## config.mk

```make
export PLATFORM = sky130hd
export DESIGN_NAME = mpf_vtp_port_arbiter
export DESIGN_NICKNAME = d
export VERILOG_FILES = /design/src/rtl/mpf_vtp_port_arbiter.sv
export SDC_FILE = /design/constraint.sdc
export NUM_CORES = 1
export LEC_CHECK = 0
export ABC_AREA = 1
export BUFFER_PORTS_ARGS = -buffer_cell sky130_fd_sc_hd__buf_2
export CAP_MARGIN = 20
export CORE_AREA = 2 2 156 158
export CTS_CLUSTER_DIAMETER = 40
export CTS_CLUSTER_SIZE = 30
export DETAILED_ROUTE_END_ITERATION = 10
export DIE_AREA = 0 0 158 160
export PLACE_DENSITY = 0.54
export SYNTH_ARGS = -nofsm -noshare
export SYNTH_HDL_FRONTEND = slang
export SYNTH_SLANG_ARGS = --single-unit
```

## constraint.sdc

```tcl
create_clock -name clk -period 3.4 [get_ports clk]
set_input_delay 0.34 -clock clk [delete_from_list [all_inputs] [get_ports clk]]
set_output_delay 0.34 -clock clk [all_outputs]
set_load 0.1 [all_outputs]
```

## src/rtl/mpf_vtp_port_arbiter.sv

```systemverilog
// mpf_vtp_port_arbiter
// Shares one VTP translation port between the read- and write-channel
// translators. Requests are granted round-robin, registered toward VTP, and
// capped at MAX_OUTSTANDING in flight. In-order VTP responses are routed back
// to the issuing requester through a tag FIFO.
//
// Ports:
//   clk, reset_n                 clock, asynchronous active-low reset
//   rd_req_* / wr_req_*          requester channels (valid/ready handshake)
//   rd_rsp_* / wr_rsp_*          per-requester responses (no back-pressure)
//   vtp_req_*                    registered request toward VTP
//   vtp_rsp_*                    in-order responses from VTP
//   protocol_error               sticky: VTP responded with nothing in flight
//
// Optional: define MPF_VTP_ARB_STATS_EN to add saturating 32-bit grant
// counters stat_rd_grants / stat_wr_grants.
module mpf_vtp_port_arbiter #(
  parameter int ADDR_WIDTH      = 64,
  parameter int MAX_OUTSTANDING = 16
) (
  input  logic                  clk,
  input  logic                  reset_n,
  input  logic                  rd_req_valid,
  input  logic [ADDR_WIDTH-1:0] rd_req_addr,
  input  logic                  rd_req_is_virtual,
  input  logic                  rd_req_speculative,
  output logic                  rd_req_ready,
  input  logic                  wr_req_valid,
  input  logic [ADDR_WIDTH-1:0] wr_req_addr,
  input  logic                  wr_req_is_virtual,
  input  logic                  wr_req_speculative,
  output logic                  wr_req_ready,
  output logic                  rd_rsp_valid,
  output logic [ADDR_WIDTH-1:0] rd_rsp_addr,
  output logic                  rd_rsp_error,
  output logic                  wr_rsp_valid,
  output logic [ADDR_WIDTH-1:0] wr_rsp_addr,
  output logic                  wr_rsp_error,
  output logic                  vtp_req_valid,
  output logic [ADDR_WIDTH-1:0] vtp_req_addr,
  output logic                  vtp_req_is_virtual,
  output logic                  vtp_req_speculative,
  input  logic                  vtp_req_ready,
  input  logic                  vtp_rsp_valid,
  input  logic [ADDR_WIDTH-1:0] vtp_rsp_addr,
  input  logic                  vtp_rsp_error,
  output logic                  protocol_error
`ifdef MPF_VTP_ARB_STATS_EN
  ,
  output logic [31:0]           stat_rd_grants,
  output logic [31:0]           stat_wr_grants
`endif
);

  localparam int PW = $clog2(MAX_OUTSTANDING);
  localparam int CW = PW + 1;
  localparam logic [CW-1:0] MAX_CNT = CW'(MAX_OUTSTANDING);

  typedef enum logic {
    REQ_RD = 1'b0,
    REQ_WR = 1'b1
  } req_id_t;

  logic                  stage_valid;
  logic [ADDR_WIDTH-1:0] stage_addr;
  logic                  stage_virt;
  logic                  stage_spec;
  req_id_t               last_grant;
  logic [CW-1:0]         outstanding;
  logic [PW-1:0]         push_ptr;
  logic [PW-1:0]         pop_ptr;
  req_id_t               route_q [MAX_OUTSTANDING];
  logic                  perr_q;

  logic    stage_can_load;
  logic    can_issue;
  logic    grant_rd;
  logic    grant_wr;
  logic    accept;
  req_id_t accept_id;
  logic    fifo_empty;
  logic    rsp_ok;
  req_id_t head_id;

  always_comb begin
    stage_can_load = !stage_valid || vtp_req_ready;
    can_issue      = stage_can_load && (outstanding < MAX_CNT);
    grant_rd       = rd_req_valid && (!wr_req_valid || (last_grant == REQ_WR));
    grant_wr       = wr_req_valid && !grant_rd;
    accept         = can_issue && (grant_rd || grant_wr);
    accept_id      = grant_wr ? REQ_WR : REQ_RD;
    // The in-flight count equals FIFO occupancy, so it doubles as the empty flag.
    fifo_empty     = (outstanding == '0);
    rsp_ok         = vtp_rsp_valid && !fifo_empty;
    head_id        = route_q[pop_ptr];
  end

  assign rd_req_ready        = grant_rd && can_issue;
  assign wr_req_ready        = grant_wr && can_issue;
  assign vtp_req_valid       = stage_valid;
  assign vtp_req_addr        = stage_addr;
  assign vtp_req_is_virtual  = stage_virt;
  assign vtp_req_speculative = stage_spec;
  assign rd_rsp_valid        = rsp_ok && (head_id == REQ_RD);
  assign wr_rsp_valid        = rsp_ok && (head_id == REQ_WR);
  assign rd_rsp_addr         = vtp_rsp_addr;
  assign wr_rsp_addr         = vtp_rsp_addr;
  assign rd_rsp_error        = vtp_rsp_error;
  assign wr_rsp_error        = vtp_rsp_error;
  assign protocol_error      = perr_q;

  always_ff @(posedge clk or negedge reset_n) begin
    if (!reset_n) begin
      stage_valid <= 1'b0;
      stage_addr  <= '0;
      stage_virt  <= 1'b0;
      stage_spec  <= 1'b0;
      last_grant  <= REQ_WR;
      outstanding <= '0;
      push_ptr    <= '0;
      pop_ptr     <= '0;
      perr_q      <= 1'b0;
    end else begin
      if (stage_can_load) begin
        stage_valid <= accept;
        if (accept) begin
          stage_addr <= grant_wr ? wr_req_addr        : rd_req_addr;
          stage_virt <= grant_wr ? wr_req_is_virtual  : rd_req_is_virtual;
          stage_spec <= grant_wr ? wr_req_speculative : rd_req_speculative;
        end
      end
      if (accept) begin
        last_grant <= accept_id;
        push_ptr   <= push_ptr + PW'(1);
      end
      if (rsp_ok) begin
        pop_ptr <= pop_ptr + PW'(1);
      end
      case ({accept, rsp_ok})
        2'b10:   outstanding <= outstanding + CW'(1);
        2'b01:   outstanding <= outstanding - CW'(1);
        default: outstanding <= outstanding;
      endcase
      if (vtp_rsp_valid && fifo_empty) begin
        perr_q <= 1'b1;
      end
    end
  end

  // Tag storage needs no reset: entries are only read when the count says valid.
  always_ff @(posedge clk) begin
    if (accept) begin
      route_q[push_ptr] <= accept_id;
    end
  end

`ifdef MPF_VTP_ARB_STATS_EN
  always_ff @(posedge clk or negedge reset_n) begin
    if (!reset_n) begin
      stat_rd_grants <= '0;
      stat_wr_grants <= '0;
    end else begin
      if (accept && grant_rd && (stat_rd_grants != '1)) begin
        stat_rd_grants <= stat_rd_grants + 32'd1;
      end
      if (accept && grant_wr && (stat_wr_grants != '1)) begin
        stat_wr_grants <= stat_wr_grants + 32'd1;
      end
    end
  end
`endif

endmodule

```

==> qor.txt, run 1 <==
Syn_area_per_cell - 9.38 sq um
Reg2reg path depth - 14
Register area share after synthesis - 44.4%
First-pass GRT wire length - 22,900 um
Initial core utilization - 24.0%
Rows - 57
Largest net degree at the start of global routing - 83
Launch point of the worst reg-to-reg path - last_grant
Setup-failing EPs final - 0
DP Area - 6080 sq um
Crit path launch - pop_ptr[0]
Worst Hold Class - in2reg
Worst-Skew Late Latency - 0.35 ns
Clock Skews - 0.0106 ns
Non-Filler Instances - 1,010
Synth cell types - 28
Clk slew on worst S/H paths - 0.07 ns
Status - finished, final reports clean
Period utilisation layout - 76.4%
Power Total - 8.02 mW
DR vias/cell - 3.97
Routing usage on met1 - 13.0%
Hold Slack - 0.236 ns
# diodes - 0
Met2 Use GR - 20.8%
Fin area - 6360 sq um
Final min period - 2.60 ns
Setup_tns - 0 ns
Die Y - 160 um
Leakage power - 3.22 nW
Peak-usage layer in the global routing report - met2
Peak VDD IR - 715 uV
Met3 Track Usage GR - 4.64%
CTS tree - yes
Clock Path Buffers - 2
RSZ-0062 raised after global routing - false
Die W - 158 um
Crit path capture - rd_rsp_valid
Layout cell share with drive strength beyond 1 - 34.1%
Worst reg2reg setup slack - 1.02 ns
Worst flop-to-flop path endpoint - outstanding[4]
Most frequent cells in the layout - buf_2 (208), nand2_1 (119), dfrtp_1 (81)
Mapped Cells - 608
1st-pass router iterations - 4
Vias - 4,005
Slew @ Worst Pin - 0.731 ns
Root buf cell - clkbuf_16
Initial DRC count - 157
Dpl hpwl - 11,800 um
WL final - 15,100 um
CP arrival - 2.26 ns
Worst setup SP type - register
Relative slew slack - 51.2%
Mapped Nets - 819
ANT nets after route - 0
Crit path max fanout - 11
DR DRC count - 0
#FFs+latches synth - 98
GPL Wtd Cong - 0.711
CTS sink cnt - 98
Final nets - 892
Fmax - 385 MHz
Final Hold Viols - 0
Synth Warn # - 0
Die area - 25,300 sq um
Setup crit end kind - primary output
Slew Limit Fails - 0
Req. time, crit path - 3.06 ns
Commonest non-fill, non-tap cell in the layout - buf_2
Power Density - 1260 nW/um^2
CORE AREA - 23,800 sq um
H-tree depth - 3
Synth-to-layout area growth - 11.6%
Max-cap violations - 0
Total CTS buffers - 9
Cell Area, Synth - 5710 sq um
Critical path class - reg2out
Initial antenna violation count - 1
Gr usage total - 11.9%
Congestion Overflow GR - 0
Vias in the first global route - 4,103
Placed Instances - 993
# port buffers - 209
Ports - 405
Drt wl/cell - 15.0 um
[kinds of logic after synthesis]
group                    synth area share, %
AO/OA/AOI/OAI                           8.03
XOR/XNOR                                1.38
adder cells (fa/ha/maj)                 1.75
buffers and inverters                   21.7
flip-flops                              44.4
multiplexers                            11.6
AND/OR/NAND/NOR                         11.2
[Yosys cell counts, drive strengths merged]
cell type / count / share of area [%]
a21o: 1 / 0.13
a21oi: 4 / 0.61
buf: 146 / 19
clkbuf: 7 / 0.57
clkinv: 1 / 0.066
dfrtp: 81 / 36
dfstp: 1 / 0.46
edfxtp: 16 / 8.4
ha: 8 / 1.8
inv: 26 / 1.7
mux2i: 66 / 12
nand2: 119 / 7.8
nand3: 18 / 1.6
nand3b: 1 / 0.13
nor2: 25 / 1.6
o21ai: 77 / 6.8
o21bai: 2 / 0.46
xnor2: 2 / 0.31
xor2: 7 / 1.1
[worst min-delay path by stage]
| stage | slack, ns | to | depth (start not counted) | startpoint |
|---|---|---|---|---|
| finish | 0.24 | vtp_req_valid | 2 | vtp_req_ready |
| global route | 0.24 | protocol_error | 3 | vtp_rsp_valid |
| CTS | 0.22 | vtp_req_valid | 2 | vtp_req_ready |
| detailed placement | 0.37 | vtp_req_addr[41] | 1 | reset_n |
| global placement | 0.37 | vtp_req_addr[38] | 1 | reset_n |
| floorplan | 0.04 | outstanding[0] | 0 | reset_n |
[where the power goes]
group	switching [mW]	internal [mW]	total (mW)
sequential	0.317	1.70	2.02
combinational	4.14	0.870	5.01
clock	0.491	0.503	0.994
[per-layer routing]
| metal | wire length, um | share of wire (%) |
|---|---|---|
| met5 | 13 | 0.086 |
| met2 | 7490 | 50 |
| met4 | 395 | 2.6 |
| met1 | 5570 | 37 |
| met3 | 1630 | 11 |
[state kept, by name, summed over array words and instances (netlist names)]
| signal | count |
|---|---|
| last_grant | 1 |
| outstanding | 5 |
| pop_ptr | 4 |
| protocol_error | 1 |
| push_ptr | 4 |
| route_q | 16 |
| vtp_req_addr | 64 |
| vtp_req_is_virtual | 1 |
| vtp_req_speculative | 1 |
| vtp_req_valid | 1 |
[stage by stage]
stage	util (%)	setup WS [ns]
global route	26.7	0.497
detailed placement	25.5	1.05
global placement	25.5	1.10
CTS	26.7	0.778
finish	26.7	0.802
floorplan	-	0.444
[worst max-delay path, stage by stage, from the launching register on]
cell and delay [ns]:
dfrtp_1 0.56, clkinv_1 0.32, nand2_1 0.13, nand2_1 0.05
nand2_1 0.05, nand3_1 0.07, nand3_1 0.10, nand2_1 0.06
nor2_1 0.11, buf_2 0.45
[timing repair]
action	4_1_cts	5_1_grt
resized for setup	0	0
endpoints found under the hold margin	36	0
hold buffers	1	0
buffers inserted	0	0
[area by class of cell]
cell class | count | area [sq um]
flip-flops and latches | 98 | 2530
clock inverters | 5 | 37.5
repair buffers | 215 | 1110
inverters | 27 | 104
multi-input cells | 330 | 1940
fillers | 2600 | 17500
clock buffers | 11 | 233
well taps | 324 | 405
No activity file was read; power rests on OpenSTA's default activity.
==> run 2: changes to the inputs <==
ABC_AREA = 0   (was 1)
CORE_AREA = 2 2 155 157   (was 2 2 156 158)
DIE_AREA = 0 0 157 159   (was 0 0 158 160)
clock period = 2.4 ns   (was 3.4 ns; I/O delays follow)
==> run 2 against run 1 <==
Effect of this change: synthesized area shrank 0.61%; non-clock buffer count up 8; register-to-register slack got worse by 0.76 ns; critical path depth fell by 4; cell count shrank 6.4%; utilization is 1.2 points higher; clock-buffer cell count shrank 2; sequential cell count stayed put; via count down 8.6%; die area is 1.3% lower; clock skew rose by 0.0019 ns; wire length fell by 10%.
==> qor.txt, run 2 <==
Status - finished, final reports clean
Critical path class - reg2out
Synth area leader - dfrtp_1
H-tree depth - 3 (unchanged)
Fraction of registers with async set/reset - 83.7% (unchanged)
Number of enable flip-flop cells after synthesis - 16 (unchanged)
Setup crit end kind - primary output
Max FFs per register - 64 (unchanged)
Period utilisation layout - 93.5%
#FFs+latches synth - 98 (unchanged)
Setup_tns - 0 ns (unchanged)
Placed Instances - 926 (-6.7%)
Req. time, crit path - 2.16 ns (-0.90 ns)
Slew @ Worst Pin - 0.632 ns (-0.0992 ns)
Clock Path Buffers - 2 (unchanged)
Rows - 56 (-1.8%)
Most used cell, CP - mux2i_1
Initial antenna violation count - 0 (-1)
CP max stage cell - mux4_1
Final nets - 832 (-6.7%)
Initial DRC count - 150 (-4.5%)
Die area - 25,000 sq um (-1.3%)
Final Hold Viols - 0 (unchanged)
Root buf cell - clkbuf_16
CORE AREA - 23,200 sq um (-2.6%)
Non-Filler Instances - 945 (-6.4%)
Synth Warn # - 0 (unchanged)
Fill cells - 2,477 (-4.7%)
Die W - 157 um (-0.63%)
Most frequent cells in the layout - buf_2 (206), dfrtp_1 (79), nand2_1 (72)
RSZ-0062 raised after global routing - false
Mapped Nets - 753 (-8.1%)
Worst-Skew Late Latency - 0.35 ns (about the same)
Synth-to-layout area growth - 14.3%
Cell Area, Synth - 5670 sq um (-0.61%)
Relative slew slack - 57.9% (+6.6 points)
Largest net degree at the start of global routing - 73 (-12%)
ANT nets after route - 0 (unchanged)
Total CTS buffers - 9 (unchanged)
Crit path max fanout - 6 (-5)
Congestion Overflow GR - 0 (unchanged)
Syn_area_per_cell - 10.5 sq um (+11%)
Crit-path cells - mux4_1 -> mux2i_1 -> mux2i_1 -> and2_1 -> buf_6
Commonest non-fill, non-tap cell in the layout - buf_2
Most common cell in the netlist - buf_4
Drt wl/cell - 14.4 um (-3.9%)
Register area share after synthesis - 44.7% (+0.27 points)
Layout Utilization - 27.9% (+1.2 points)
Mapped Cells - 542 (-11%)
Slew Limit Fails - 0 (unchanged)
Die Y - 159 um (-0.63%)
Worst Hold Class - in2reg
CTS tree - yes
1st-pass router iterations - 4 (unchanged)
Vias - 3,660 (-8.6%)
Synth top area share - 35.7% (+0.22 points)
Synth cell types - 38 (+36%)
Clk slew on worst S/H paths - 0.08 ns (about the same)
Clock Skews - 0.0125 ns (+0.00189 ns)
CTS sink cnt - 98 (unchanged)
Vias in the first global route - 3,789 (-7.7%)
Initial core utilization - 24.4% (+0.50 points)
GPL Wtd Cong - 0.763 (+7.3%)
Final min period - 2.24 ns
Hold Slack - 0.142 ns (-0.0941 ns)
Synth area leaders - dfrtp_1 (36%), buf_4 (17%), mux2i_1 (12%)
DR vias/cell - 3.87 (-2.3%)
Gr usage total - 10.9% (-1.1 points)
Top post-synthesis cells by count - buf_4 (132), dfrtp_1 (81), nand2_1 (72), mux2i_1 (69), o21ai_0 (57)
DR DRC count - 0 (unchanged)
Ports - 405 (unchanged)
# diodes - 0 (unchanged)
Layout cell share with drive strength beyond 1 - 40.7% (+6.6 points)
Setup-failing EPs final - 0 (unchanged)
Dpl hpwl - 10,400 um (-12%)
Worst setup SP type - register
Max-cap violations - 0 (unchanged)
WL final - 13,600 um (-10%)
Fmax - 446 MHz
Most used DFF post-synth - dfrtp_1
First-pass GRT wire length - 20,800 um (-9.1%)
# port buffers - 209 (unchanged)
CP arrival - 2.00 ns (-0.26 ns)
Max incr delay on CP - 0.56 ns (about the same)
==> run 2: changes by cell type after synthesis, sizes merged, moves of 4 or more <==
| cell | before | now |
|---|---|---|
| o21ai | 77 | 69 |
| xnor2 | 2 | 7 |
| mux4 | 0 | 4 |
| and2 | 0 | 14 |
| inv | 26 | 5 |
| nor2 | 25 | 6 |
| and3 | 0 | 6 |
| nand2 | 119 | 72 |
| nand3 | 18 | 0 |
==> run 2: timing repair <==
item                                   in CTS  in global routing
hold buffers                                1                  0
setup buffers                               0                  2
endpoints found under the hold margin      40                  0
setup endpoints to repair                   1                  3
gates resized for setup                     2                  2
==> run 2: path summary, 6_finish.rpt <==
path,from,to,slack (ns),cells past startpoint
min in group asynchronous,reset_n,vtp_req_addr[34],0.43,2
min,vtp_rsp_valid,protocol_error,0.14,2
max in group asynchronous,reset_n,vtp_req_addr[62],1.28,3
min reg2reg,vtp_req_addr[2],vtp_req_addr[2],0.48,2
max reg2reg,outstanding[0],outstanding[4],0.26,10
max,pop_ptr[0],wr_rsp_valid,0.16,5
==> run 2: final cells by class <==
type	instances	area, sq um	share of cell area [%]
flip-flops and latches	98	2540	39.2
multi-input cells	284	2000	30.8
repair buffers	223	1200	18.6
well taps	319	399	6.16
clock buffers	9	225	3.48
clock inverters	7	93.8	1.45
inverters	5	21.3	0.328
==> run 2: logic make-up after synthesis <==
family	after synthesis	synth area share, %
xor gates and xnor gates	13	2.01
muxes	74	14.2
buffers and inverters	160	20.7
DFF	98	44.7
and+or+nand+nor	110	9.20
adders and majority gates	8	1.77
AOI/OAI and AO/OA	79	7.37
==> run 2: stage by stage <==
step,setup WS [ns],cell area (sq um)
floorplan,-0.188,5720
global placement,0.211,6120
detailed placement,0.207,6120
CTS,0.0422,6450
global route,0.0212,6480
finish,0.157,6480
==> run 2: layer usage <==
| metal | GRT usage [%] | vias to the layer above | share of wire (%) |
|---|---|---|---|
| li1 | - | 1839 | - |
| met1 | 12.4 | 1580 | 40 |
| met2 | 17.9 | 194 | 47 |
| met3 | 3.92 | 47 | 8.9 |
| met4 | 5.13 | 0 | 3.4 |
| met5 | 0 | - | 0 |
==> run 2: worst max-delay path, delay by kind of cell, from the launching register on <==
| family | cells | cell delay, ns |
|---|---|---|
| buf+inv | 1 | 0.19 |
| flops | 1 | 0.44 |
| mux | 3 | 0.83 |
| simple gates | 1 | 0.20 |
Power of run 2 is left out: the tool's default activity adds up to more than one toggle a clock period on the data nets, which glitch-free logic cannot reach.
